**src/rtl/osu_target_pool.sv**
```systemverilog
// osu_target_pool: pool of NUM_TARGETS on-screen hit targets with LFSR placement,
// tick-driven aging, oldest-match key resolution and saturating hit/miss totals.
`default_nettype none

module osu_target_pool #(
  parameter int          NUM_TARGETS = 4,
  parameter int          X_WIDTH     = 9,
  parameter int          Y_WIDTH     = 8,
  parameter int          X_MAX       = 304,
  parameter int          Y_MAX       = 214,
  parameter int          LIFETIME    = 60,
  parameter logic [15:0] SEED        = 16'hACE1
) (
  input  logic                   clk,
  input  logic                   reset,
  input  logic                   tick,
  input  logic                   spawn_req,
  input  logic                   key_valid,
  input  logic [7:0]             key_code,
  input  logic [2:0]             rd_idx,
  output logic                   spawn_ack,
  output logic                   spawn_full,
  output logic [2:0]             spawn_slot,
  output logic                   hit_pulse,
  output logic [2:0]             hit_slot,
  output logic                   wrong_pulse,
  output logic [NUM_TARGETS-1:0] miss_mask,
  output logic [15:0]            hit_count,
  output logic [15:0]            miss_count,
  output logic                   rd_active,
  output logic [X_WIDTH-1:0]     rd_x,
  output logic [Y_WIDTH-1:0]     rd_y,
  output logic [1:0]             rd_key,
  output logic [7:0]             rd_life
);

  localparam logic [X_WIDTH-1:0] X_MAX_V  = X_WIDTH'(X_MAX);
  localparam logic [X_WIDTH-1:0] X_SPAN_V = X_WIDTH'(X_MAX + 1);
  localparam logic [Y_WIDTH-1:0] Y_MAX_V  = Y_WIDTH'(Y_MAX);
  localparam logic [Y_WIDTH-1:0] Y_SPAN_V = Y_WIDTH'(Y_MAX + 1);
  localparam logic [7:0]         LIFE_V   = 8'(LIFETIME);

  logic [15:0]            lfsr_q, lfsr_d;
  logic [NUM_TARGETS-1:0] active_q, active_d;
  logic [X_WIDTH-1:0]     x_q    [NUM_TARGETS];
  logic [X_WIDTH-1:0]     x_d    [NUM_TARGETS];
  logic [Y_WIDTH-1:0]     y_q    [NUM_TARGETS];
  logic [Y_WIDTH-1:0]     y_d    [NUM_TARGETS];
  logic [1:0]             key_q  [NUM_TARGETS];
  logic [1:0]             key_d  [NUM_TARGETS];
  logic [7:0]             life_q [NUM_TARGETS];
  logic [7:0]             life_d [NUM_TARGETS];

  logic                   spawn_ack_q, spawn_ack_d;
  logic                   spawn_full_q, spawn_full_d;
  logic [2:0]             spawn_slot_q, spawn_slot_d;
  logic                   hit_pulse_q, hit_pulse_d;
  logic [2:0]             hit_slot_q, hit_slot_d;
  logic                   wrong_pulse_q, wrong_pulse_d;
  logic [NUM_TARGETS-1:0] miss_mask_q, miss_mask_d;
  logic [15:0]            hit_count_q, hit_count_d;
  logic [15:0]            miss_count_q, miss_count_d;

  logic                   key_known;
  logic [1:0]             key_id;
  logic                   hit_found;
  logic [2:0]             hit_idx;
  logic [7:0]             hit_life;
  logic                   free_found;
  logic [2:0]             free_idx;
  logic [X_WIDTH-1:0]     raw_x, spawn_x;
  logic [Y_WIDTH-1:0]     raw_y, spawn_y;
  logic [1:0]             spawn_key;
  logic [3:0]             miss_n;
  logic [16:0]            miss_sum;

  always_comb begin
    key_known = 1'b1;
    key_id    = 2'd0;
    case (key_code)
      8'h1C:   key_id = 2'd0;
      8'h1B:   key_id = 2'd1;
      8'h23:   key_id = 2'd2;
      8'h2B:   key_id = 2'd3;
      default: key_known = 1'b0;
    endcase
  end

  // Oldest matching target wins; strict '<' keeps the lowest index on a life tie.
  always_comb begin
    hit_found = 1'b0;
    hit_idx   = 3'd0;
    hit_life  = 8'hFF;
    for (int i = 0; i < NUM_TARGETS; i++) begin
      if (key_valid && key_known && active_q[i] && (key_q[i] == key_id) &&
          (!hit_found || (life_q[i] < hit_life))) begin
        hit_found = 1'b1;
        hit_idx   = 3'(i);
        hit_life  = life_q[i];
      end
    end
  end

  always_comb begin
    free_found = 1'b0;
    free_idx   = 3'd0;
    for (int i = 0; i < NUM_TARGETS; i++) begin
      if (!active_q[i] && !free_found) begin
        free_found = 1'b1;
        free_idx   = 3'(i);
      end
    end
  end

  // Raw LFSR fields span less than twice the legal range, so one subtraction folds them in.
  always_comb begin
    raw_x     = lfsr_q[X_WIDTH-1:0];
    raw_y     = lfsr_q[15 -: Y_WIDTH];
    spawn_x   = (raw_x > X_MAX_V) ? (raw_x - X_SPAN_V) : raw_x;
    spawn_y   = (raw_y > Y_MAX_V) ? (raw_y - Y_SPAN_V) : raw_y;
    spawn_key = lfsr_q[1:0] ^ lfsr_q[9:8];
  end

  always_comb begin
    lfsr_d      = {lfsr_q[14:0], lfsr_q[15] ^ lfsr_q[13] ^ lfsr_q[12] ^ lfsr_q[10]};
    active_d    = active_q;
    miss_mask_d = '0;
    for (int i = 0; i < NUM_TARGETS; i++) begin
      x_d[i]    = x_q[i];
      y_d[i]    = y_q[i];
      key_d[i]  = key_q[i];
      life_d[i] = life_q[i];
      if (hit_found && (hit_idx == 3'(i))) begin
        active_d[i] = 1'b0;
        life_d[i]   = 8'd0;
      end else if (tick && active_q[i]) begin
        if (life_q[i] == 8'd1) begin
          active_d[i]    = 1'b0;
          life_d[i]      = 8'd0;
          miss_mask_d[i] = 1'b1;
        end else begin
          life_d[i] = life_q[i] - 8'd1;
        end
      end
      // The chosen slot was inactive before the edge, so it never collides with a hit or expiry.
      if (spawn_req && free_found && (free_idx == 3'(i))) begin
        active_d[i] = 1'b1;
        x_d[i]      = spawn_x;
        y_d[i]      = spawn_y;
        key_d[i]    = spawn_key;
        life_d[i]   = LIFE_V;
      end
    end

    spawn_ack_d   = spawn_req && free_found;
    spawn_full_d  = spawn_req && !free_found;
    spawn_slot_d  = (spawn_req && free_found) ? free_idx : 3'd0;
    hit_pulse_d   = hit_found;
    hit_slot_d    = hit_found ? hit_idx : 3'd0;
    wrong_pulse_d = key_valid && !hit_found;

    hit_count_d = hit_count_q;
    if (hit_found && (hit_count_q != 16'hFFFF)) begin
      hit_count_d = hit_count_q + 16'd1;
    end

    miss_n = 4'd0;
    for (int i = 0; i < NUM_TARGETS; i++) begin
      miss_n = miss_n + {3'd0, miss_mask_d[i]};
    end
    miss_sum     = {1'b0, miss_count_q} + {13'd0, miss_n};
    miss_count_d = miss_sum[16] ? 16'hFFFF : miss_sum[15:0];
  end

  always_ff @(posedge clk) begin
    if (reset) begin
      lfsr_q        <= SEED;
      active_q      <= '0;
      spawn_ack_q   <= 1'b0;
      spawn_full_q  <= 1'b0;
      spawn_slot_q  <= 3'd0;
      hit_pulse_q   <= 1'b0;
      hit_slot_q    <= 3'd0;
      wrong_pulse_q <= 1'b0;
      miss_mask_q   <= '0;
      hit_count_q   <= 16'd0;
      miss_count_q  <= 16'd0;
      for (int i = 0; i < NUM_TARGETS; i++) begin
        x_q[i]    <= '0;
        y_q[i]    <= '0;
        key_q[i]  <= 2'd0;
        life_q[i] <= 8'd0;
      end
    end else begin
      lfsr_q        <= lfsr_d;
      active_q      <= active_d;
      spawn_ack_q   <= spawn_ack_d;
      spawn_full_q  <= spawn_full_d;
      spawn_slot_q  <= spawn_slot_d;
      hit_pulse_q   <= hit_pulse_d;
      hit_slot_q    <= hit_slot_d;
      wrong_pulse_q <= wrong_pulse_d;
      miss_mask_q   <= miss_mask_d;
      hit_count_q   <= hit_count_d;
      miss_count_q  <= miss_count_d;
      for (int i = 0; i < NUM_TARGETS; i++) begin
        x_q[i]    <= x_d[i];
        y_q[i]    <= y_d[i];
        key_q[i]  <= key_d[i];
        life_q[i] <= life_d[i];
      end
    end
  end

  always_comb begin
    rd_active = 1'b0;
    rd_x      = '0;
    rd_y      = '0;
    rd_key    = 2'd0;
    rd_life   = 8'd0;
    for (int i = 0; i < NUM_TARGETS; i++) begin
      if (rd_idx == 3'(i)) begin
        rd_active = active_q[i];
        rd_x      = x_q[i];
        rd_y      = y_q[i];
        rd_key    = key_q[i];
        rd_life   = life_q[i];
      end
    end
  end

  assign spawn_ack   = spawn_ack_q;
  assign spawn_full  = spawn_full_q;
  assign spawn_slot  = spawn_slot_q;
  assign hit_pulse   = hit_pulse_q;
  assign hit_slot    = hit_slot_q;
  assign wrong_pulse = wrong_pulse_q;
  assign miss_mask   = miss_mask_q;
  assign hit_count   = hit_count_q;
  assign miss_count  = miss_count_q;

endmodule

`default_nettype wire

```
**config.mk**
```make
export PLATFORM = sky130hd
export DESIGN_NAME = osu_target_pool
export DESIGN_NICKNAME = d
export VERILOG_FILES = /design/src/rtl/osu_target_pool.sv
export SDC_FILE = /design/constraint.sdc
export NUM_CORES = 1
export LEC_CHECK = 0
export CORE_MARGIN = 2
export CORE_UTILIZATION = 50
export CTS_CLUSTER_SIZE = 24
export DETAILED_ROUTE_END_ITERATION = 6
export PLACE_DENSITY = 0.78
export SETUP_SLACK_MARGIN = 0.5
export SYNTH_ARGS = -nofsm -noshare
export SYNTH_HDL_FRONTEND = slang
export SYNTH_SLANG_ARGS = --single-unit
```
**constraint.sdc**
```tcl
create_clock -name clk -period 13.5 [get_ports clk]
set_clock_uncertainty 0.05 [all_clocks]
set_input_delay 2.7 -clock clk [delete_from_list [all_inputs] [get_ports clk]]
set_output_delay 2.7 -clock clk [all_outputs]
set_load 0.05 [all_outputs]
```
==> impl_metrics.json, run 1 <==
{
  "period_minus_slack_ns": 12.13,
  "coreArea_um2": 18000,
  "cts_tree": "built",
  "leakage_uw": 0.00384,
  "cp-end-kind": "register",
  "power_uw": 1130,
  "drc": 0,
  "syn_avg_cell_area_um2": 8.83,
  "layout_setup_ws_ns": 1.37,
  "place_hpwl_mm": 15.8,
  "grt-ovfl-total": 0,
  "drt_iter0_drc": 642,
  "arrival_ns": 12.44,
  "cts.clk_slew.worst_paths_ns": 0.06,
  "clockRootBuffer": "clkbuf_16",
  "ctsHoldBuffers": 0,
  "period_share_pct": 89.9,
  "hold_class": "register to register",
  "syn2layout_area_growth_pct": 16.8,
  "ys_warn_count": 0,
  "drive_gt1_share_pct": 9.17,
  "clockBufferDepth": 2,
  "synthTopCellsByArea": "dfxtp_1, mux4_2, nor2_1, a211oi_1, ha_1",
  "nets": 1139,
  "maxSlewHeadroom_pct": 31.6,
  "cp_slowest_cell": "clkdlybuf4s50_1",
  "required_ns": 13.80,
  "htree_levels": 4,
  "async_reset_ff_share_pct": 0,
  "worst_pin_slew_ns": 1.01,
  "grt_max_degree": 102,
  "peakVddDrop_v": 0.0000888,
  "drv_cap": 0,
  "syn_inst": 1033,
  "vias": 7908,
  "first_global_vias": 7328,
  "fmax_ghz": 0.0824,
  "synth_most_common_cell": "dfxtp_1",
  "cts_sinks": 172,
  "slowest_delay_ns": 0.63,
  "antenna_found_initial": 0,
  "p_per_area_nw_per_um2": 106,
  "drt-total-wl_mm": 23.1,
  "clk_latency_ns": 0.43,
  "routedWlPerCell_um": 17.3,
  "global_route.usage.total_pct": 23.9,
  "viasPerCell": 5.95,
  "regToRegStartpoint": "active_q[0]$_SDFFE_PP0P_",
  "setup_viol": 0,
  "slew_violations": 0,
  "dieArea_um2": 19300,
  "drt-pass1-iter-count": 6,
  "die_h_um": 139,
  "status": "completed",
  "cts_buffers": 17,
  "min-delay-start": "y_q[1][3]$_SDFFE_PP0P_",
  "synth-edff-count": 0,
  "ys_seq_area_share_pct": 37.7,
  "cp_max_fo": 19,
  "synthDistinctLibCells": 73,
  "synth_top_cell_by_area": "dfxtp_1",
  "startpoint_type": "input port",
  "antenna_left": 0,
  "ys.flop_type": "dfxtp_1",
  "grt_first_pass_wirelength_mm": 37.6,
  "hold_viol": 0,
  "worst-setup-path-type": "input port to register",
  "gp_congestion": 0.902,
  "rsz0062_at_grt": "false",
  "dp_worst_setup_slack_ns": 0.596,
  "portBuffers": 87,
  "synth_top_cell_area_share_pct": 37.7,
  "start_util_pct": 50.8,
  "ios": 90,
  "floorplan.rows": 49,
  "synth_area_um2": 9130,
  "ys_ff_latch": 172,
  "crit_path_start": "key_code[3]",
  "finalSetupTns_ns": 0,
  "dieWidth_um": 139,
  "n_antenna_cell": 0,
  "synthTopCellsByCount": "dfxtp_1, nor2_1, a211oi_1"
}
[state kept, by name (all words and copies together), names as in the netlist]
| name | flops |
|---|---|
| hit_pulse | 1 |
| spawn_slot | 2 |
| spawn_full | 1 |
| hit_slot | 2 |
| x_q | 36 |
| key_q | 8 |
| y_q | 32 |
| hit_count | 16 |
| spawn_ack | 1 |
| miss_mask | 4 |
| lfsr_q | 16 |
| active_q | 4 |
| wrong_pulse | 1 |
| life_q | 32 |
| miss_count | 16 |
[report_power, final]
| group | switching, uW | internal (uW) |
|---|---|---|
| combinational | 76.7 | 50.2 |
| clock | 193 | 261 |
| sequential | 22.0 | 525 |
| total | 291 | 836 |
[metal layers]
metal	track usage [%]	wire, um	up-vias
met4	7.39	366	0
li1	-	-	3854
met2	38.0	10600	270
met1	32.9	10500	3759
met3	4.97	1620	25
met5	0	0	-
[per-stage QoR]
step | instances | util (%) | instance area, um2 | hold WS, ns
floorplan | 1034 | - | 9130 | 0.383
CTS | 1328 | 59.2 | 10600 | 0.405
global placement | 1296 | 56.2 | 10100 | 0.392
global route | 1330 | 59.3 | 10700 | 0.444
finish | 1330 | 59.3 | 10700 | 0.407
detailed placement | 1296 | 56.2 | 10100 | 0.397
[worst max-delay path: cells and delay by family]
family,cells,cell delay [ns]
multiplexers,2,0.64
AO/OA/AOI/OAI,11,2.52
adder cells (fa/ha/maj),6,1.96
AND/OR/NAND/NOR,13,3.51
buffers and inverters,5,1.08
[cells by family (layout without fill, tap and decap cells)]
group / count (synthesis) / after routing / synth area share [%]
and+or+nand+nor: 425 / 425 / 23.7
AOI/OAI and AO/OA: 224 / 224 / 17.0
DFF: 172 / 172 / 37.7
buffers and inverters: 93 / 160 / 4.09
xor gates and xnor gates: 49 / 49 / 4.70
adders and majority gates: 35 / 35 / 5.05
muxes: 34 / 34 / 7.65
other: 1 / 2 / 0.0411
[worst paths after layout]
| path | slack [ns] | end | cells past startpoint |
|---|---|---|---|
| max | 1.37 | miss_count[0]$_SDFF_PP0_ | 37 |
| min | 0.41 | y_q[1][3]$_SDFFE_PP0P_ | 2 |
| max reg2reg | 3.88 | miss_count[0]$_SDFF_PP0_ | 35 |
| min reg2reg | 0.41 | y_q[1][3]$_SDFFE_PP0P_ | 2 |
[layout make-up]
class	instances	area, um2
repair buffers	98	941
clock inverters	4	28.8
multi-input cells	769	5330
fillers	1536	7310
inverters	30	113
clock buffers	28	517
well taps	229	287
flip-flops and latches	172	3440
[placed cells by master, fill, tap and decap left out, types with 24 or more instances in the layout]
master             n
xnor2_1           27
a211oi_1          74
ha_1              32
clkdlybuf4s50_1   84
a21oi_1           71
nor2_1           150
nor3_1            41
nand2_1           52
mux4_2            28
inv_1             30
dfxtp_1          172
nand3_1           24
nor2b_1           46
[repair_timing]
action / CTS / global route
endpoints found under the hold margin: 0 / 0
setup buffers: 0 / 2
setup endpoints to repair: 0 / 16
gates resized for setup: 0 / 2
Power figures use the tool's default switching activity.
==> run 2: changes to the inputs <==
ABC_AREA = 1   (was not set)
CORE_UTILIZATION = 55   (was 50)
PLACE_DENSITY = 0.84   (was 0.78)
==> run 2 against run 1 <==
Total power up 3.7%. Critical path depth rose by 14. Maximum frequency up 8.4%. Register-to-register slack better by 1.1 ns. Clock-buffer cell count fell by 10. Flip-flop and latch count is the same. Area after synthesis grew 0.55%. Combinational power hardly changed. Core utilization rose by 6.1 points. Sequential share of layout area is 0.34 points lower. First-iteration DRC count is 1.9% lower. Critical endpoint is now miss_count[13]$_SDFF_PP0_.
==> impl_metrics.json, run 2 <==
{
  "synth_top_cell_area_share_pct": 37.5,
  "ys.flop_type": "dfxtp_1",
  "vias": 8934,
  "first_global_vias": 8513,
  "antenna_found_initial": 0,
  "cts_setup_buffers": 0,
  "multi_input_area_um2": 4560,
  "peakVddDrop_v": 0.000104,
  "viasPerCell": 5.54,
  "slew_violations": 0,
  "nFillCells": 1432,
  "drt-pass1-iter-count": 6,
  "drt-total-wl_mm": 24.4,
  "routedWlPerCell_um": 15.2,
  "synth_area_um2": 9180,
  "dieWidth_um": 133,
  "synthTopCellsByArea": "dfxtp_1, inv_1, a21oi_1, o21ai_0, nand2_1",
  "async_reset_ff_share_pct": 0,
  "portBuffers": 87,
  "ctsHoldBuffers": 0,
  "global_route.usage.total_pct": 27.8,
  "required_ns": 13.83,
  "maxSlewHeadroom_pct": 19.1,
  "p_per_area_nw_per_um2": 109,
  "drive_gt1_share_pct": 4.74,
  "antenna_left": 0,
  "setup_viol": 0,
  "start_util_pct": 55.7,
  "ys_ff_latch": 172,
  "period_minus_slack_ns": 11.19,
  "htree_levels": 4,
  "finalSetupTns_ns": 0,
  "clockRootBuffer": "clkbuf_16",
  "cts.clk_slew.worst_paths_ns": 0.07,
  "syn2layout_area_growth_pct": 17.4,
  "crit_path_frequent_cell": "nand2_1",
  "cts_buffers": 17,
  "post_cts_resized": 0,
  "place_area_um2": 10200,
  "worst_pin_slew_ns": 1.21,
  "mostFrequentLayoutCells": "inv_1, dfxtp_1, nand2_1, a21oi_1, o21ai_0",
  "arrival_ns": 11.52,
  "whs_ns": 0.413,
  "gp_congestion": 0.954,
  "coreArea_um2": 16500,
  "syn_inst": 1313,
  "ios": 90,
  "synth_top_cell_by_area": "dfxtp_1",
  "grt-ovfl-total": 0,
  "dp_worst_setup_slack_ns": 2.09,
  "cp-end-kind": "register",
  "synthTopCellsByCount": "inv_1, dfxtp_1, nand2_1",
  "place_hpwl_mm": 17.1,
  "hold_class": "register to register",
  "slowest_delay_ns": 0.50,
  "drv_cap": 0,
  "grt_max_degree": 54,
  "power_uw": 1170,
  "period_share_pct": 82.9,
  "dieArea_um2": 17700,
  "floorplan.rows": 47,
  "synthDistinctLibCells": 48,
  "drt_iter0_drc": 630,
  "status": "completed",
  "clockBufferDepth": 2,
  "ys_seq_area_share_pct": 37.5,
  "cp_slowest_cell": "clkdlybuf4s50_1",
  "top_register": "x_q",
  "seq_area_um2": 3440,
  "rsz0062_at_grt": "false",
  "layout_commonest_cell": "inv_1",
  "n_antenna_cell": 0,
  "ys_warn_count": 0,
  "clk_latency_ns": 0.43,
  "syn_avg_cell_area_um2": 6.99,
  "cts_sinks": 172,
  "cp_max_fo": 19,
  "nets": 1430,
  "die_h_um": 133,
  "worst-setup-path-type": "input port to register",
  "leakage_uw": 0.00488,
  "layout_setup_ws_ns": 2.31,
  "final_cell_area_um2": 10800,
  "grt_first_pass_wirelength_mm": 40.0,
  "fmax_ghz": 0.0893,
  "cts_tree": "built",
  "startpoint_type": "input port",
  "top_regs": "x_q: 36 flops, life_q: 32 flops, y_q: 32 flops",
  "hold_viol": 0,
  "drc": 0,
  "synth_most_common_cell": "inv_1",
  "synth-edff-count": 0,
  "largest_reg_flops": 36
}
==> run 2: cell count changes in the layout (fill, tap and decap cells not counted), moves of 46 or more <==
cell / before / now
a211oi_1: 74 / 7
a21oi_1: 71 / 148
inv_1: 30 / 253
nand2_1: 52 / 164
nor2_1: 150 / 101
nor2b_1: 46 / 0
o21ai_0: 15 / 145
==> run 2: critical path: cells and delay by family <==
kind | cells | cell delay (ns)
adder cells (fa/ha/maj) | 6 | 1.96
AO/OA/AOI/OAI | 8 | 1.40
AND/OR/NAND/NOR | 32 | 4.65
buffers and inverters | 5 | 0.80
==> run 2: through the flow <==
step,util [%],cells
3_3_place_gp,61.8,1580
6_report,65.4,1612
2_1_floorplan,-,1314
3_5_place_dp,61.8,1580
5_1_grt,65.4,1612
4_1_cts,65.4,1612
==> run 2: logic make-up (layout without fill, tap and decap cells) <==
family / Yosys count / count (layout) / synth area share [%]
DFF: 172 / 172 / 37.5
AOI/OAI and AO/OA: 367 / 367 / 21.7
and+or+nand+nor: 386 / 386 / 18.7
xor gates and xnor gates: 45 / 45 / 4.30
adders and majority gates: 35 / 35 / 5.02
other: 1 / 2 / 0.0409
buffers and inverters: 307 / 385 / 12.8
==> run 2: final cells by class <==
type / count / share of cell area [%]
Sequential cell: 172 / 32.0
Tap cell: 220 / 2.56
Inverter: 259 / 9.03
Clock inverter: 14 / 1.48
Multi-Input combinational cell: 835 / 42.4
Timing Repair Buffer: 94 / 8.53
Clock buffer: 18 / 4.08
==> run 2: metal layers <==
metal | GRT usage, % | vias to the layer above | share of wire [%]
li1 | - | 4415 | -
met1 | 34.4 | 4098 | 42
met2 | 47.4 | 349 | 48
met3 | 4.60 | 72 | 6.6
met4 | 13.1 | 0 | 3.4
met5 | 0 | - | 0
==> run 2: path summary, 6_finish.rpt <==
check | from | endpoint | cells past startpoint | slack [ns]
max | key_code[1] | miss_count[13]$_SDFF_PP0_ | 51 | 2.31
min | lfsr_q[14]$_SDFF_PP0_ | lfsr_q[15]$_SDFF_PP1_ | 2 | 0.41
max reg2reg | active_q[0]$_SDFFE_PP0P_ | miss_count[13]$_SDFF_PP0_ | 46 | 5.00
min reg2reg | lfsr_q[14]$_SDFF_PP0_ | lfsr_q[15]$_SDFF_PP1_ | 2 | 0.41
==> run 2: power breakdown <==
group	internal (uW)	total (uW)	switching, uW
clock	282	500	218
combinational	40.9	128	87.3
sequential	526	540	14.9
total	848	1170	320
==> run 3: changes to the inputs <==
CORE_UTILIZATION = 52   (was 55)
clock period = 9.35 ns   (was 13.5 ns; I/O delays follow)
==> run 3 against run 2 <==
Total power increased by 46%. Clock power increased by 47%. Cell count increased by 2.4%. Worst hold slack got worse by 0.014 ns. Via count increased by 2.7%.
==> impl_metrics.json, run 3 (synthesized netlist as in run 2, its figures left out) <==
{
  "vias": 9171,
  "critical_path_buf_inv_count": 5,
  "p_per_area_nw_per_um2": 151,
  "crit_path_frequent_cell": "nand2_2",
  "top_regs": "x_q: 36 flops, life_q: 32 flops, y_q: 32 flops",
  "cp_top_family": "simple AND/OR/NAND/NOR gates",
  "min_to": "lfsr_q[15]$_SDFF_PP1_",
  "die_h_um": 137,
  "instances_no_fill": 1650,
  "hold_path_depth": 2,
  "n_antenna_cell": 0,
  "drt_iter0_drc": 588,
  "dieArea_um2": 18700,
  "first_global_vias": 8428,
  "routedWlPerCell_um": 15.6,
  "startpoint_type": "input port",
  "largest_reg_flops": 36,
  "status": "completed",
  "grt_first_pass_wirelength_mm": 40.0,
  "portBuffers": 87,
  "cts_sinks": 172,
  "hold_viol": 0,
  "start_util_pct": 53.0,
  "peakVddDrop_v": 0.000133,
  "r2r_slack_ns": 1.83,
  "slew_violations": 0,
  "coreArea_um2": 17300,
  "layout_setup_ws_ns": 0.503,
  "required_ns": 9.63,
  "worst_pin_slew_ns": 1.38,
  "syn2layout_area_growth_pct": 23.4,
  "drt-total-wl_mm": 25.7,
  "gp_congestion": 0.959,
  "drive_gt1_share_pct": 11.6,
  "viasPerCell": 5.56,
  "grt_max_degree": 59,
  "cp_max_fo": 7,
  "ios": 90,
  "layout_commonest_cell": "inv_1",
  "final_cell_area_um2": 11300,
  "period_share_pct": 94.6,
  "grt-ovfl-total": 0,
  "nets": 1464,
  "finalSetupTns_ns": 0,
  "leakage_uw": 0.00511,
  "hold_class": "register to register",
  "place_area_um2": 10300,
  "rr_endpoint": "miss_count[12]$_SDFF_PP0_",
  "mostFrequentLayoutCells": "inv_1, dfxtp_1, a21oi_1, nand2_1, o21ai_0",
  "place_hpwl_mm": 16.8,
  "htree_levels": 4,
  "clk_latency_ns": 0.43,
  "cts_buffers": 17,
  "cts.clk_slew.worst_paths_ns": 0.06,
  "power_uw": 1710,
  "rr_worst_depth": 51,
  "arrival_ns": 9.12,
  "worst-setup-path-type": "input port to register",
  "drv_cap": 0,
  "dp_worst_setup_slack_ns": -0.346,
  "global_route.usage.total_pct": 26.8,
  "drt-pass1-iter-count": 6,
  "antenna_found_initial": 0,
  "regToRegStartpoint": "key_q[0][1]$_SDFFE_PP0P_",
  "ctsHoldBuffers": 0,
  "setup_viol": 0,
  "clockBufferDepth": 2,
  "fmax_ghz": 0.113,
  "cp-end-kind": "register",
  "antenna_left": 0,
  "dp_cells": 1596,
  "min-delay-start": "lfsr_q[14]$_SDFF_PP0_",
  "clockRootBuffer": "clkbuf_16",
  "dieWidth_um": 137,
  "maxSlewHeadroom_pct": 7.92,
  "top_register": "x_q",
  "cts_tree": "built",
  "rsz0062_at_grt": "true",
  "period_minus_slack_ns": 8.85,
  "multi_input_area_um2": 4860,
  "drc": 0,
  "slowest_delay_ns": 0.56,
  "floorplan.rows": 48,
  "cp_slowest_cell": "fa_1",
  "seq_area_um2": 3440,
  "nFillCells": 1432
}
## run 3: changes by cell type in the layout (fill, tap and decap cells not counted), sizes merged
cell / change
buf: +36
bufinv: +1
clkbuf: +5
clkdlybuf4s50: -8
clkinv: -3
clkinvlp: +3
dlymetal6s2s: +1
inv: -5
nand2: +3
## run 3: per-layer routing
layer  track usage (%)  wire length [um]  part of all wire, %  up-vias
met4              14.1              1160                  4.5        0
met3              3.89              1450                  5.7      102
li1                  -                 -                    -     4471
met2              44.6             12200                   48      386
met5                 0                 0                    0        -
met1              33.7             10900                   42     4212
## run 3: area by class of cell
cell class	instances	share of cell area (%)
multi-input combinational	838	43.0
clock buffer	21	4.15
clock inverter	10	1.23
timing repair buffer	125	10.1
inverter	259	8.67
sequential	172	30.4
tap	225	2.49
## run 3: worst max path at each step
| stage | from | end | slack [ns] | cells past startpoint |
|---|---|---|---|---|
| floorplan | key_code[4] | miss_count[12]$_SDFF_PP0_ | 0.50 | 55 |
| global placement | key_code[1] | miss_count[12]$_SDFF_PP0_ | -0.02 | 53 |
| detailed placement | key_code[1] | miss_count[12]$_SDFF_PP0_ | -0.35 | 53 |
| CTS | key_code[4] | miss_count[12]$_SDFF_PP0_ | 0.50 | 56 |
| global route | key_code[2] | miss_count[12]$_SDFF_PP0_ | 0.13 | 55 |
| finish | key_code[1] | miss_count[12]$_SDFF_PP0_ | 0.50 | 54 |
## run 3: where the power goes
part           total, uW  leakage [uW]  internal, uW  switching (uW)
Combinational        191       0.00342          61.3             129
Sequential           781       0.00140           759            22.0
Clock                736      0.000288           440             296
## run 3: timing repair
action	CTS	global route
setup endpoints to repair	16	16
cloned	0	3
gates resized for setup	20	94
pin swaps	6	51
buffers inserted	2	18
## run 3: metrics by stage
step / util [%] / hold WS (ns)
after floorplan: - / 0.365
after global placement: 59.4 / 0.376
after detailed placement: 59.4 / 0.378
after CTS: 63.4 / 0.395
after global routing: 65.5 / 0.437
final: 65.5 / 0.399
## run 3: worst min-delay path, stage by stage (launching register included)
cell     delay, ns
dfxtp_1       0.32
inv_1         0.05
nand2_1       0.05
